**src/rtl/load_store_unit_if.sv**
```systemverilog
// CPU-side request/response bundle for the load/store unit.
// One request in flight; resp_* is a single-cycle completion pulse.
interface load_store_unit_if;
  logic        req_valid;
  logic        req_ready;
  logic        req_we;
  logic [1:0]  req_size;
  logic        req_signed;
  logic [31:0] req_addr;
  logic [31:0] req_wdata;
  logic        resp_valid;
  logic [31:0] resp_rdata;
  logic        resp_err;

  modport master (
    output req_valid,
    output req_we,
    output req_size,
    output req_signed,
    output req_addr,
    output req_wdata,
    input  req_ready,
    input  resp_valid,
    input  resp_rdata,
    input  resp_err
  );

  modport slave (
    input  req_valid,
    input  req_we,
    input  req_size,
    input  req_signed,
    input  req_addr,
    input  req_wdata,
    output req_ready,
    output resp_valid,
    output resp_rdata,
    output resp_err
  );
endinterface

```
**src/rtl/load_store_unit.sv**
```systemverilog
// Byte/halfword/word load-store unit in front of a word-wide memory.
// Sub-word stores do read-modify-write; all memory outputs are registered.
module load_store_unit #(
  parameter int MEM_WORDS = 85
) (
  input  logic               clk,
  input  logic               rst_n,
  load_store_unit_if.slave   bus,
  output logic [31:0]        A,
  output logic [31:0]        WD,
  output logic               WE,
  input  logic [31:0]        RD
);

  typedef enum logic [2:0] {
    IDLE,
    READ,
    WRITE,
    RESP,
    ERR
  } state_t;

  localparam logic [1:0] SZ_B = 2'b00;
  localparam logic [1:0] SZ_H = 2'b01;
  localparam logic [1:0] SZ_W = 2'b10;

  state_t      state;
  logic        we_q;
  logic        sgn_q;
  logic [1:0]  size_q;
  logic [1:0]  lane_q;
  logic [31:0] wdata_q;
  logic        resp_valid_q;
  logic        resp_err_q;
  logic [31:0] resp_rdata_q;

  logic [31:0] req_idx;
  logic        req_err;
  logic        go_err;
  logic        go_load;
  logic        go_wst;
  logic        go_sst;

  logic [7:0]  lane_b;
  logic [15:0] lane_h;
  logic [31:0] load_val;
  logic [31:0] merge_val;

  assign bus.req_ready  = rst_n && (state == IDLE);
  assign bus.resp_valid = resp_valid_q;
  assign bus.resp_err   = resp_err_q;
  assign bus.resp_rdata = resp_rdata_q;

  always_comb begin
    req_idx = {2'b00, bus.req_addr[31:2]};
    req_err = 1'b0;
    unique case (bus.req_size)
      SZ_B:    req_err = 1'b0;
      SZ_H:    req_err = bus.req_addr[0];
      SZ_W:    req_err = |bus.req_addr[1:0];
      default: req_err = 1'b1;
    endcase
    if (req_idx >= 32'(MEM_WORDS))
      req_err = 1'b1;
  end

  // One-hot routing so the accept decoder stays truly unique
  always_comb begin
    go_err  = req_err;
    go_load = !req_err && !bus.req_we;
    go_wst  = !req_err && bus.req_we &&
              (bus.req_size == SZ_W);
    go_sst  = !req_err && bus.req_we &&
              (bus.req_size != SZ_W);
  end

  always_comb begin
    lane_b    = RD[{lane_q, 3'b000} +: 8];
    lane_h    = lane_q[1] ? RD[31:16] : RD[15:0];
    load_val  = RD;
    merge_val = RD;
    unique case (size_q)
      SZ_B: begin
        load_val = {{24{sgn_q & lane_b[7]}}, lane_b};
        merge_val[{lane_q, 3'b000} +: 8] = wdata_q[7:0];
      end
      SZ_H: begin
        load_val = {{16{sgn_q & lane_h[15]}}, lane_h};
        merge_val[{lane_q[1], 4'b0000} +: 16] = wdata_q[15:0];
      end
      default: ;
    endcase
  end

  always_ff @(posedge clk or negedge rst_n) begin
    if (!rst_n) begin
      state        <= IDLE;
      we_q         <= 1'b0;
      sgn_q        <= 1'b0;
      size_q       <= SZ_B;
      lane_q       <= 2'b00;
      wdata_q      <= '0;
      A            <= '0;
      WD           <= '0;
      WE           <= 1'b0;
      resp_valid_q <= 1'b0;
      resp_err_q   <= 1'b0;
      resp_rdata_q <= '0;
    end else begin
      unique case (state)
        IDLE: begin
          if (bus.req_valid) begin
            we_q    <= bus.req_we;
            sgn_q   <= bus.req_signed;
            size_q  <= bus.req_size;
            lane_q  <= bus.req_addr[1:0];
            wdata_q <= bus.req_wdata;
            unique case (1'b1)
              go_err: begin
                state        <= ERR;
                resp_valid_q <= 1'b1;
                resp_err_q   <= 1'b1;
                resp_rdata_q <= '0;
              end
              go_load: begin
                state <= READ;
                A     <= req_idx;
              end
              go_wst: begin
                state <= WRITE;
                A     <= req_idx;
                WD    <= bus.req_wdata;
                WE    <= 1'b1;
              end
              go_sst: begin
                state <= READ;
                A     <= req_idx;
              end
              default: state <= IDLE;
            endcase
          end
        end
        READ: begin
          if (!we_q) begin
            state        <= RESP;
            A            <= '0;
            resp_valid_q <= 1'b1;
            resp_rdata_q <= load_val;
          end else begin
            state <= WRITE;
            WD    <= merge_val;
            WE    <= 1'b1;
          end
        end
        WRITE: begin
          state        <= RESP;
          A            <= '0;
          WD           <= '0;
          WE           <= 1'b0;
          resp_valid_q <= 1'b1;
          resp_rdata_q <= '0;
        end
        RESP, ERR: begin
          state        <= IDLE;
          resp_valid_q <= 1'b0;
          resp_err_q   <= 1'b0;
          resp_rdata_q <= '0;
        end
        default: state <= IDLE;
      endcase
    end
  end

endmodule

```
**src/flat_wrapper.sv**
```systemverilog
// flat-port wrapper written by rule: the top's interface ports become plain ports
module load_store_unit_flat 
#(
  parameter int MEM_WORDS = 85
)
  (clk, rst_n, A, WD, WE, RD, bus_req_valid, bus_req_we, bus_req_size, bus_req_signed, bus_req_addr, bus_req_wdata, bus_req_ready, bus_resp_valid, bus_resp_rdata, bus_resp_err);
  load_store_unit_if bus_i ();
  input  logic clk;
  input  logic rst_n;
  output logic [31:0] A;
  output logic [31:0] WD;
  output logic WE;
  input  logic [31:0] RD;
  input wire logic [$bits(bus_i.req_valid)-1:0] bus_req_valid;
  input wire logic [$bits(bus_i.req_we)-1:0] bus_req_we;
  input wire logic [$bits(bus_i.req_size)-1:0] bus_req_size;
  input wire logic [$bits(bus_i.req_signed)-1:0] bus_req_signed;
  input wire logic [$bits(bus_i.req_addr)-1:0] bus_req_addr;
  input wire logic [$bits(bus_i.req_wdata)-1:0] bus_req_wdata;
  output wire logic [$bits(bus_i.req_ready)-1:0] bus_req_ready;
  output wire logic [$bits(bus_i.resp_valid)-1:0] bus_resp_valid;
  output wire logic [$bits(bus_i.resp_rdata)-1:0] bus_resp_rdata;
  output wire logic [$bits(bus_i.resp_err)-1:0] bus_resp_err;
  assign bus_i.req_valid = bus_req_valid;
  assign bus_i.req_we = bus_req_we;
  assign bus_i.req_size = bus_req_size;
  assign bus_i.req_signed = bus_req_signed;
  assign bus_i.req_addr = bus_req_addr;
  assign bus_i.req_wdata = bus_req_wdata;
  assign bus_req_ready = bus_i.req_ready;
  assign bus_resp_valid = bus_i.resp_valid;
  assign bus_resp_rdata = bus_i.resp_rdata;
  assign bus_resp_err = bus_i.resp_err;
  load_store_unit #(.MEM_WORDS(MEM_WORDS)) u_core (.clk(clk), .rst_n(rst_n), .bus(bus_i), .A(A), .WD(WD), .WE(WE), .RD(RD));
endmodule
```
**config.mk**
```make
export PLATFORM = sky130hd
export DESIGN_NAME = load_store_unit_flat
export DESIGN_NICKNAME = d
export VERILOG_FILES = /design/src/rtl/load_store_unit_if.sv /design/src/rtl/load_store_unit.sv /design/src/flat_wrapper.sv
export SDC_FILE = /design/constraint.sdc
export NUM_CORES = 1
export LEC_CHECK = 0
export BUFFER_PORTS_ARGS = -buffer_cell sky130_fd_sc_hd__clkbuf_2
export CORE_MARGIN = 2
export CORE_UTILIZATION = 47
export DETAILED_ROUTE_END_ITERATION = 10
export PLACE_DENSITY_LB_ADDON = 0.25
export SLEW_MARGIN = 25
export SYNTH_ARGS = -nofsm -noshare
export SYNTH_HDL_FRONTEND = slang
export SYNTH_SLANG_ARGS = --single-unit
```
**constraint.sdc**
```tcl
create_clock -name clk -period 2.2 [get_ports clk]
set_input_delay 0.11 -clock clk [delete_from_list [all_inputs] [get_ports clk]]
set_output_delay 0.11 -clock clk [all_outputs]
set_load 0.1 [all_outputs]
```
==> summary.txt <==
STA
  • Worst hold slack: 0.0230 ns
  • Slew headroom: 47.7%
  • Setup TNS: 0 ns
  • Unrepaired setup endpoints after global routing: true
  • FMAX: 463 MHz
  • Tcrit/Tclk final: 98.2%
  • Slew Limit Fails: 0
  • # setup viols final: 0
  • Fin crit period: 2.16 ns
  • Final Hold Violating Endpoints: 0
  • Final Skew: 0.00943 ns
  • Worst slew pin tran: 0.785 ns

Cells and area
  • Layout cells sized above 1: 40.6%
  • Filler instances: 1141
  • Nets@finish: 968
  • Syn-to-layout area delta: 36.7%
  • Finished Core Util: 65.3%
  • Register area: 3050 um2
  • Multi-input gate area: 3300 um2
  • Final Non-Filler Cells: 1052
  • Diode count: 0

Routing
  • Wirelength per Cell: 20.3 um
  • Vias post-DR: 6353
  • Final WL: 21400 um
  • DR iter-0 viols: 636
  • Routed vias/inst: 6.04
  • Drt first pass iters: 8
  • # DRC: 0
  • Post-route antenna net violation count: 0

Global route
  • Busiest layer in global routing: met2
  • M3 GR Usage: 6.60%
  • Overflow after GRT: 0
  • M2 GR Usage: 45.5%
  • Met1 usage: 40.2%
  • First-pass GRT wire length: 33100 um
  • Vias in the first global route: 6243
  • Initial antenna violation count: 0
  • GRT Total Usage: 29.1%
  • Largest net degree at the start of global routing: 64

Synth
  • Leading area contributor after synthesis: dfrtp_1
  • Cells after Synth: 621
  • Top cell type's share of synthesized area: 46.6%
  • Yosys warning total: 0
  • Mean Syn Cell Area: 10.5 um2
  • EDFF count, synth: 0
  • Synth area leaders: dfrtp_1 (47%), mux2_2 (8.9%), a221oi_1 (4.5%)
  • Top cells by count, synth: dfrtp_1 (122), mux2_2 (52), a21oi_1 (40), nand2_1 (40), clkbuf_1 (36)
  • Most frequently used flop master after synthesis: dfrtp_1
  • Sequential fraction of the synthesis area: 46.6%
  • Mapped Area: 6550 um2
  • Yosys reg bits: 122
  • Asr flop ratio synth: 100%
  • Most frequent cell after synthesis: dfrtp_1
  • Netlist cell types: 52

Clocking
  • H-Tree Level Count: 4
  • CTS max path bufs: 2
  • Num CTS Buffers: 17
  • CTS tree: done
  • Worst-Skew Late Latency: 0.42 ns
  • Clock sinks: 122
  • Clk slew on worst S/H paths: 0.06 ns
  • CTS Root Cell: clkbuf_16

Power and ir drop
  • Pleak: 4.30 nW
  • Seq pwr share: 29.4%
  • Logic pwr share: 42.9%
  • Power density cells: 1120 nW/um2
  • Clock share of power: 27.7%
  • Worst vdd ir: 0.00133 V
  • Switching Share: 47.7%
  • Total power: 10.0 mW
  • Int Pwr: 5.23 mW
  • Net Sw Power: 4.77 mW

Worst setup path
  • WP data arrival: 2.46 ns
  • Critical path fanouts, max: 5
  • Req. time, crit path: 2.50 ns
  • Crit path kind: flop to flop
  • Crit. End Element: flop
  • CP Launch Type: flop

Place
  • Placer's final routability congestion estimate: 0.943
  • Placed cell count: 988
  • Port bufs: 200
  • Dpl hpwl: 15400 um

Floorplanning
  • I/O pin total: 203
  • Core area: 13700 um2
  • Die width: 122 um
  • Height of the die: 122 um
  • Row count: 43
  • Starting Density: 47.7%
  • Die area: 14900 um2

Run status
  • Status: complete, no violations

Job
  • Max-cap violation count: 0

Worst hold path
  • Worst Hold Class: input port to flop
==> critical path: stages (launching register included) <==
cell,delay (ns)
dfrtp_1,0.38
inv_2,0.12
ha_2,0.33
and4b_2,0.28
buf_4,0.18
a221oi_1,0.35
o41ai_2,0.14
mux2_2,0.26
==> per-stage QoR <==
| stage | setup slack, ns | instance area [um2] |
|---|---|---|
| 2_1_floorplan | -0.0167 | 6580 |
| 3_3_place_gp | -0.0892 | 7940 |
| 3_5_place_dp | -0.119 | 7950 |
| 4_1_cts | -0.0232 | 8850 |
| 5_1_grt | -0.0101 | 8950 |
| 6_report | 0.0392 | 8950 |
==> per-layer routing <==
metal | share of wire [%] | wire length, um
met1 | 42 | 8950
met2 | 47 | 10100
met3 | 8.3 | 1770
met4 | 2.7 | 582
met5 | 0 | 0
==> layout by cell type, fill, tap and decap left out, types with 25 or more instances in the layout <==
cell and count:
dfrtp_1 122, buf_4 32, a21oi_1 38, clkbuf_2 198, a221oi_1 30, mux2_2 52
dlygate4sd3_1 30, and2_1 25, o21ai_0 31, nand2_1 40
==> power groups by stage <==
stage	clock network, mW	logic (mW)	registers [mW]
after global routing	2.91	4.45	2.98
after global placement	0	4.14	2.95
after CTS	2.80	4.25	2.93
after detailed placement	0	4.19	2.96
after floorplan	0	0.950	5.30
final	2.77	4.29	2.94
==> worst paths after layout <==
kind	start	endpoint	slack, ns	cells past startpoint
worst max-delay path	u_core.lane_q[0]	u_core.WD[12]	0.04	7
worst min-delay path	bus_req_wdata[15]	u_core.wdata_q[15]	0.02	2
worst max register to register	u_core.lane_q[0]	u_core.WD[12]	0.04	7
worst min register to register	u_core.A[17]	u_core.A[17]	0.48	1
max in group asynchronous	rst_n	u_core.bus.resp_rdata[19]	1.25	3
min in group asynchronous	rst_n	u_core.A[0]	0.42	3
==> registers in the layout (all words and copies together), names as in the netlist <==
name / count
u_core.A: 30
u_core.WD: 32
u_core.WE: 1
u_core.bus.resp_err: 1
u_core.bus.resp_rdata: 32
u_core.bus.resp_valid: 1
u_core.lane_q: 2
u_core.sgn_q: 1
u_core.size_q: 2
u_core.state: 3
u_core.wdata_q: 16
u_core.we_q: 1
==> cell families after synthesis <==
logic type / share of synthesized area [%]
AO/OA/AOI/OAI: 22.7
AND/OR/NAND/NOR: 11.0
flip-flops: 46.6
multiplexers: 13.9
buffers and inverters: 4.70
adder cells (fa/ha/maj): 0.955
other: 0.0573
==> timing repair <==
item,in CTS,in global routing
endpoints found under the setup margin,7,39
pin swaps,0,0
gates resized for setup,4,16
endpoints found under the hold margin,151,0
setup buffers,0,3
hold buffers,30,0
==> final cells by class <==
type / count / share of cell area, %
Clock buffer: 18 / 4.91
Clock inverter: 13 / 1.61
Inverter: 22 / 0.950
Multi-Input combinational cell: 427 / 36.9
Sequential cell: 122 / 34.1
Tap cell: 180 / 2.52
Timing Repair Buffer: 270 / 19.0
(Power assumes the default switching activity.)
